### config.mk
export PLATFORM = sky130hd
export DESIGN_NAME = alu_pipe_flat
export DESIGN_NICKNAME = d
export VERILOG_FILES = /design/src/rtl/alu_pkg.sv /design/src/rtl/alu_pipe_if.sv /design/src/rtl/alu_mul_iter.sv /design/src/rtl/alu_pipe.sv /design/src/flat_wrapper.sv
export SDC_FILE = /design/constraint.sdc
export NUM_CORES = 1
export LEC_CHECK = 0
export CORE_MARGIN = 5
export CORE_UTILIZATION = 55
export CTS_BUF_LIST = sky130_fd_sc_hd__clkbuf_2
export CTS_CLUSTER_DIAMETER = 40
export DETAILED_ROUTE_END_ITERATION = 7
export PLACE_DENSITY_LB_ADDON = 0.05
export SLEW_MARGIN = 5
export SYNTH_ARGS = -nofsm -noshare
export SYNTH_HDL_FRONTEND = slang
export SYNTH_SLANG_ARGS = --single-unit
### constraint.sdc
create_clock -name clk -period 7.02 [get_ports clk]
set_input_delay 0.702 -clock clk [delete_from_list [all_inputs] [get_ports clk]]
set_output_delay 0.702 -clock clk [all_outputs]
set_load 0.01 [all_outputs]
### src/rtl/alu_pkg.sv
// ============================================================================
// alu_pkg : shared types for the pipelined execute-stage ALU  |  Rev 1.0
// ============================================================================
`default_nettype none

package alu_pkg;

  typedef enum logic [1:0] {
    OP_ALU  = 2'b01,
    OP_PASS = 2'b10
  } alu_op_e;

  typedef enum logic [3:0] {
    CTRL_AND = 4'd0,
    CTRL_OR  = 4'd1,
    CTRL_XOR = 4'd2,
    CTRL_NOT = 4'd3,
    CTRL_NEG = 4'd4,
    CTRL_SHL = 4'd5,
    CTRL_SHR = 4'd6,
    CTRL_ADD = 4'd7,
    CTRL_SUB = 4'd8,
    CTRL_MUL = 4'd9
  } alu_ctrl_e;

  typedef struct packed {
    logic carry;
    logic overflow;
    logic negative;
    logic zero;
  } alu_flags_t;

  typedef enum logic [1:0] {
    IDLE = 2'd0,
    MUL  = 2'd1,
    DONE = 2'd2
  } alu_state_e;

endpackage

`default_nettype wire

### src/rtl/alu_pipe_if.sv
// ============================================================================
// alu_pipe_if : issue/writeback handshake bundle for alu_pipe  |  Rev 1.0
// ============================================================================
`default_nettype none

interface alu_pipe_if
  import alu_pkg::*;
#(
  parameter int WIDTH = 16
);
  logic             in_valid;
  logic             in_ready;
  logic [1:0]       alu_op;
  logic [3:0]       ctrl;
  logic [WIDTH-1:0] a;
  logic [WIDTH-1:0] b;
  logic             out_valid;
  logic             out_ready;
  logic [WIDTH-1:0] result;
  alu_flags_t       flags;

  modport master (
    output in_valid, alu_op, ctrl, a, b, out_ready,
    input  in_ready, out_valid, result, flags
  );

  modport slave (
    input  in_valid, alu_op, ctrl, a, b, out_ready,
    output in_ready, out_valid, result, flags
  );
endinterface

`default_nettype wire

### src/rtl/alu_mul_iter.sv
// ============================================================================
// alu_mul_iter : LSB-first shift-add multiplier, one step per cycle  |  Rev 1.0
// ============================================================================
`default_nettype none

module alu_mul_iter #(
  parameter int WIDTH = 16,
  parameter int CNT_W = $clog2(WIDTH + 1)
) (
  input  logic               clk,
  input  logic               rst_n,
  input  logic               start_i,
  input  logic [WIDTH-1:0]   a_i,
  input  logic [WIDTH-1:0]   b_i,
  output logic               busy_o,
  output logic               done_o,
  output logic [2*WIDTH-1:0] product_o
);

  localparam logic [CNT_W-1:0] LAST_STEP = CNT_W'(WIDTH - 1);

  logic [2*WIDTH-1:0] mcand_q;
  logic [2*WIDTH-1:0] acc_q;
  logic [WIDTH-1:0]   mplier_q;
  logic [CNT_W-1:0]   cnt_q;
  logic               busy_q;

  // done is raised during the final step so the caller can leave its wait state on that same edge
  assign done_o    = busy_q && (cnt_q == LAST_STEP);
  assign busy_o    = busy_q;
  assign product_o = acc_q;

  always_ff @(posedge clk or negedge rst_n) begin
    if (!rst_n) begin
      mcand_q  <= '0;
      acc_q    <= '0;
      mplier_q <= '0;
      cnt_q    <= '0;
      busy_q   <= 1'b0;
    end else if (start_i) begin
      mcand_q  <= {{WIDTH{1'b0}}, a_i};
      acc_q    <= '0;
      mplier_q <= b_i;
      cnt_q    <= '0;
      busy_q   <= 1'b1;
    end else if (busy_q) begin
      if (mplier_q[0]) begin
        acc_q <= acc_q + mcand_q;
      end
      mcand_q  <= mcand_q << 1;
      mplier_q <= mplier_q >> 1;
      cnt_q    <= cnt_q + CNT_W'(1);
      if (done_o) begin
        busy_q <= 1'b0;
      end
    end
  end

endmodule

`default_nettype wire

### src/rtl/alu_pipe.sv
// ============================================================================
// alu_pipe : handshaked execute-stage ALU with registered result and flags.
// ALU_FAST_MUL_EN selects a single-cycle multiplier instead of the iterative one.  |  Rev 1.0
// ============================================================================
`default_nettype none

module alu_pipe
  import alu_pkg::*;
#(
  parameter int WIDTH = 16
) (
  input  logic      clk,
  input  logic      rst_n,
  alu_pipe_if.slave bus
);

  alu_state_e       state_q, state_d;
  logic [WIDTH-1:0] result_q, result_d;
  alu_flags_t       flags_q, flags_d;
  logic             out_valid_q, out_valid_d;

  logic             accept;
  logic [WIDTH-1:0] calc_res;
  logic             calc_c;
  logic             calc_v;
  logic [WIDTH:0]   sum;

  function automatic alu_flags_t mk_flags(input logic [WIDTH-1:0] r, input logic c, input logic v);
    alu_flags_t f;
    f.carry    = c;
    f.overflow = v;
    f.negative = r[WIDTH-1];
    f.zero     = (r == '0);
    return f;
  endfunction

  assign bus.in_ready  = (state_q == IDLE) && (!out_valid_q || bus.out_ready);
  assign bus.out_valid = out_valid_q;
  assign bus.result    = result_q;
  assign bus.flags     = flags_q;
  assign accept        = bus.in_valid && bus.in_ready;

`ifdef ALU_FAST_MUL_EN
  logic [2*WIDTH-1:0] fast_prod;
  assign fast_prod = {{WIDTH{1'b0}}, bus.a} * {{WIDTH{1'b0}}, bus.b};
`else
  localparam int CNT_W = $clog2(WIDTH + 1);

  logic               is_mul;
  logic               mul_start;
  logic               mul_busy;
  logic               mul_done;
  logic [2*WIDTH-1:0] mul_prod;

  assign is_mul = (bus.alu_op == OP_ALU) && (bus.ctrl == CTRL_MUL);

  alu_mul_iter #(
    .WIDTH (WIDTH),
    .CNT_W (CNT_W)
  ) u_mul (
    .clk       (clk),
    .rst_n     (rst_n),
    .start_i   (mul_start),
    .a_i       (bus.a),
    .b_i       (bus.b),
    .busy_o    (mul_busy),
    .done_o    (mul_done),
    .product_o (mul_prod)
  );
`endif

  always_comb begin
    calc_res = '0;
    calc_c   = 1'b0;
    calc_v   = 1'b0;
    sum      = '0;
    if (bus.alu_op == OP_PASS) begin
      calc_res = bus.a;
    end else if (bus.alu_op == OP_ALU) begin
      case (bus.ctrl)
        CTRL_AND: calc_res = bus.a & bus.b;
        CTRL_OR:  calc_res = bus.a | bus.b;
        CTRL_XOR: calc_res = bus.a ^ bus.b;
        CTRL_NOT: calc_res = ~bus.a;
        CTRL_NEG: calc_res = '0 - bus.a;
        CTRL_SHL: begin
          calc_res = {bus.a[WIDTH-2:0], 1'b0};
          calc_c   = bus.a[WIDTH-1];
        end
        CTRL_SHR: begin
          calc_res = {1'b0, bus.a[WIDTH-1:1]};
          calc_c   = bus.a[0];
        end
        CTRL_ADD: begin
          sum      = {1'b0, bus.a} + {1'b0, bus.b};
          calc_res = sum[WIDTH-1:0];
          calc_c   = sum[WIDTH];
          calc_v   = (bus.a[WIDTH-1] == bus.b[WIDTH-1]) && (sum[WIDTH-1] != bus.a[WIDTH-1]);
        end
        CTRL_SUB: begin
          // the extra top bit of the difference is the unsigned borrow
          sum      = {1'b0, bus.a} - {1'b0, bus.b};
          calc_res = sum[WIDTH-1:0];
          calc_c   = sum[WIDTH];
          calc_v   = (bus.a[WIDTH-1] != bus.b[WIDTH-1]) && (sum[WIDTH-1] != bus.a[WIDTH-1]);
        end
`ifdef ALU_FAST_MUL_EN
        CTRL_MUL: begin
          calc_res = fast_prod[WIDTH-1:0];
          calc_c   = |fast_prod[2*WIDTH-1:WIDTH];
        end
`endif
        default: ;
      endcase
    end
  end

  always_comb begin
    state_d     = state_q;
    result_d    = result_q;
    flags_d     = flags_q;
    out_valid_d = out_valid_q && !bus.out_ready;
`ifndef ALU_FAST_MUL_EN
    mul_start   = 1'b0;
`endif
    case (state_q)
      IDLE: begin
        if (accept) begin
`ifndef ALU_FAST_MUL_EN
          if (is_mul) begin
            mul_start = 1'b1;
            state_d   = MUL;
          end else
`endif
          begin
            result_d    = calc_res;
            flags_d     = mk_flags(calc_res, calc_c, calc_v);
            out_valid_d = 1'b1;
          end
        end
      end
`ifndef ALU_FAST_MUL_EN
      MUL: begin
        // a core that is no longer busy without finishing would strand the FSM; fall back to IDLE
        if (mul_done) begin
          state_d = DONE;
        end else if (!mul_busy) begin
          state_d = IDLE;
        end
      end
      DONE: begin
        if (!out_valid_q || bus.out_ready) begin
          result_d    = mul_prod[WIDTH-1:0];
          flags_d     = mk_flags(mul_prod[WIDTH-1:0], |mul_prod[2*WIDTH-1:WIDTH], 1'b0);
          out_valid_d = 1'b1;
          state_d     = IDLE;
        end
      end
`endif
      default: state_d = IDLE;
    endcase
  end

  always_ff @(posedge clk or negedge rst_n) begin
    if (!rst_n) begin
      state_q     <= IDLE;
      result_q    <= '0;
      flags_q     <= '0;
      out_valid_q <= 1'b0;
    end else begin
      state_q     <= state_d;
      result_q    <= result_d;
      flags_q     <= flags_d;
      out_valid_q <= out_valid_d;
    end
  end

endmodule

`default_nettype wire

### src/flat_wrapper.sv
// flat-port wrapper written by rule: the top's interface ports become plain ports
module alu_pipe_flat import alu_pkg::*;
#(
  parameter int WIDTH = 16
)
  (clk, rst_n, bus_in_valid, bus_alu_op, bus_ctrl, bus_a, bus_b, bus_out_ready, bus_in_ready, bus_out_valid, bus_result, bus_flags);
  alu_pipe_if #(.WIDTH(WIDTH)) bus_i ();
  input  logic clk;
  input  logic rst_n;
  input wire logic [$bits(bus_i.in_valid)-1:0] bus_in_valid;
  input wire logic [$bits(bus_i.alu_op)-1:0] bus_alu_op;
  input wire logic [$bits(bus_i.ctrl)-1:0] bus_ctrl;
  input wire logic [$bits(bus_i.a)-1:0] bus_a;
  input wire logic [$bits(bus_i.b)-1:0] bus_b;
  input wire logic [$bits(bus_i.out_ready)-1:0] bus_out_ready;
  output wire logic [$bits(bus_i.in_ready)-1:0] bus_in_ready;
  output wire logic [$bits(bus_i.out_valid)-1:0] bus_out_valid;
  output wire logic [$bits(bus_i.result)-1:0] bus_result;
  output wire logic [$bits(bus_i.flags)-1:0] bus_flags;
  assign bus_i.in_valid = bus_in_valid;
  assign bus_i.alu_op = bus_alu_op;
  assign bus_i.ctrl = bus_ctrl;
  assign bus_i.a = bus_a;
  assign bus_i.b = bus_b;
  assign bus_i.out_ready = bus_out_ready;
  assign bus_in_ready = bus_i.in_ready;
  assign bus_out_valid = bus_i.out_valid;
  assign bus_result = bus_i.result;
  assign bus_flags = bus_i.flags;
  alu_pipe #(.WIDTH(WIDTH)) u_core (.clk(clk), .rst_n(rst_n), .bus(bus_i));
endmodule
==> results_dict.tcl <==
set metrics [dict create \
    fmax_ghz 0.255 \
    crit_chain "clkdlybuf4s50_1, inv_1, ha_1, nor3b_1, and2_1, nand3_1, a211o_1, a221oi_2, a31oi_1, nor4_1, nand4_1, o21ai_1" \
    synth_edf_count 0 \
    syn-num-nets 1365 \
    synth_cells 1236 \
    synthTopCellsByArea "dfrtp_1, ha_1, mux2i_1, nand2_1, o21ai_0" \
    ys_ff_latch 108 \
    clk_latency_ns 0.69 \
    status "finished clean" \
    first_pass_iters 6 \
    io_buffers 63 \
    rsz0062_at_grt "no" \
    cts.sinks 108 \
    dpl-instance-area_um2 10800 \
    antenna_found_initial 1 \
    yosys-top-cells-count "nand2_1, nor2_1, dfrtp_1" \
    ios 64 \
    design.core.area_um2 18000 \
    clockRootBuffer "clkbuf_2" \
    vias 9644 \
    die_width_um 146 \
    area_growth_pct 8.50 \
    final_antenna_net_count 0 \
    nNetsFinal 1379 \
    drive_gt1_share_pct 6.53 \
    end_kind "flop" \
    nFillCells 1655 \
    viasPerCell 6.49 \
    clkTransAtPathRegs_ns 0.38 \
    crit_type "in -> reg" \
    async_flop_share_pct 100 \
    die_h_um 146 \
    wl_per_cell_um 22.8 \
    syn_area_um2 10100 \
    place_congestion 1.02 \
    rows 49 \
    peakVddDrop_mv 0.273 \
    p_per_area_nw_per_um2 251 \
    hold_class "in -> async" \
    die_area_um2 21200 \
    drcViolationCount 0 \
    fin_area_um2 11000 \
    htreeDepth 3 \
    fin_skew_ns 0.0831 \
    syn_area_per_cell_um2 8.18 \
    crit_slowest_cell "clkdlybuf4s50_1" \
    drv_cap 0 \
    overflow 0 \
    synth.distinct_cells 93 \
    grt_pass1_wl_um 53600 \
    dp_hpwl_um 25600 \
    yosys_warnings 0 \
    crit_arrival_ns 4.56 \
    critPathTopFamily "simple AND/OR/NAND/NOR gates" \
    grt_max_degree 67 \
    setup_tns_ns 0 \
    start_kind "input pin" \
    power.leakage_nw 4.83 \
    multiInputGateArea_um2 6840 \
    grt_pass1_vias 9272 \
    critPathMaxFanout 11 \
    track_usage_pct 31.3 \
    synth.most_common_cell "nand2_1" \
    postCtsSetupBuffers 0 \
    slowest_delay_ns 0.67 \
    fin_crit_ns 3.93 \
    slew_headroom_pct 29.6 \
    seq_area_frac_synth_pct 26.7 \
    start_util_pct 56.1 \
    drt-initial-drc-count 867 \
    cts_buffer_depth 2 \
    yosysTopAreaCell "dfrtp_1" \
    slew_viol_final 0 \
    hold_violations 0 \
    regArea_um2 2700 \
    ys.flop_type "dfrtp_1" \
    totalWireLength_um 33900 \
    cts_tree "done" \
    worst_pin_slew_ns 1.06 \
    synth_top_area_share_pct 26.7 \
    setup_viol 0 \
    worstPathRequired_ns 7.65 \
    cts_buffers 9 \
    finalCritPeriodShare_pct 56.0 \
    path_buf_inv 2 \
]
## final timing paths
kind | slack (ns) | depth (start not counted) | start | end
setup / recovery | 3.09 | 12 | bus_a[1] | u_core.bus.flags[0]
hold / removal | 0.49 | 2 | rst_n | u_core.u_mul.mplier_q[7]
setup reg to reg | 3.78 | 12 | u_core.u_mul.mcand_q[0] | u_core.u_mul.product_o[30]
hold reg to reg | 0.53 | 2 | u_core.bus.result[12] | u_core.bus.result[12]
max in group asynchronous | 5.23 | 3 | rst_n | u_core.u_mul.mcand_q[6]
min in group clk | 0.53 | 2 | u_core.bus.result[12] | u_core.bus.result[12]
## logic make-up (layout without fill, tap and decap cells)
group                    after synthesis  after routing  synth area share [%]
AND/OR/NAND/NOR                      441            441                  21.9
XOR/XNOR                              28             28                  2.43
flip-flops                           108            108                  26.7
AO/OA/AOI/OAI                        351            351                  23.5
buffers and inverters                140            159                  6.15
multiplexers                          81             81                  8.27
other                                  0              1                     0
adder cells (fa/ha/maj)               87             87                  11.0
## state kept, by name, indices dropped and copies added (netlist names)
| signal | count |
|---|---|
| u_core.u_mul.cnt_q | 5 |
| u_core.u_mul.busy_o | 1 |
| u_core.bus.result | 15 |
| u_core.u_mul.mplier_q | 16 |
| u_core.state_q | 2 |
| u_core.bus.out_valid | 1 |
| u_core.bus.flags | 4 |
| u_core.u_mul.product_o | 32 |
| u_core.u_mul.mcand_q | 32 |
## placed cells by master, fill, tap and decap left out, types with 36 or more instances in the layout
| cell | instances |
|---|---|
| ha_1 | 84 |
| a21oi_1 | 76 |
| nor3_1 | 36 |
| o21ai_0 | 82 |
| mux2i_1 | 70 |
| dfrtp_1 | 107 |
| nand2_1 | 134 |
| nor2_1 | 108 |
| inv_1 | 59 |
| clkdlybuf4s50_1 | 62 |
## power by group
group | switching, mW | internal, mW
sequential | 0.203 | 0.831
combinational | 0.786 | 0.616
clock | 0.254 | 0.0638
## layer usage
layer / GRT usage, % / up-vias / part of all wire (%)
li1: - / 4555 / -
met3: 4.42 / 87 / 7.5
met5: 0 / - / 0
met4: 13.1 / 0 / 4.3
met2: 48.6 / 426 / 45
met1: 44.0 / 4576 / 43
## stage by stage
stage	utilization [%]	cells	total power, mW	hold slack [ns]	setup slack [ns]
2_1_floorplan	-	1236	2.05	0.406	3.27
3_5_place_dp	60.0	1467	2.43	0.470	2.43
3_3_place_gp	60.0	1467	2.40	0.465	2.47
5_1_grt	60.9	1485	2.98	0.494	2.95
4_1_cts	60.9	1484	2.75	0.458	3.19
6_report	60.9	1485	2.75	0.489	3.09
## area by class of cell
cell class / instances / share of cell area, %
clock buffers: 9 / 0.411
well taps: 229 / 2.61
repair buffers: 83 / 7.12
inverters: 60 / 2.05
flip-flops and latches: 108 / 24.6
multi-input cells: 988 / 62.3
diodes: 1 / 0.0228
clock inverters: 7 / 0.832
## timing repair
item | 4_1_cts | 5_1_grt
resized for setup | 0 | 0
endpoints found under the setup margin | 0 | 0
hold buffers | 1 | 0
endpoints found under the hold margin | 34 | 0
Note: power is estimated with default switching activity, not from simulation.
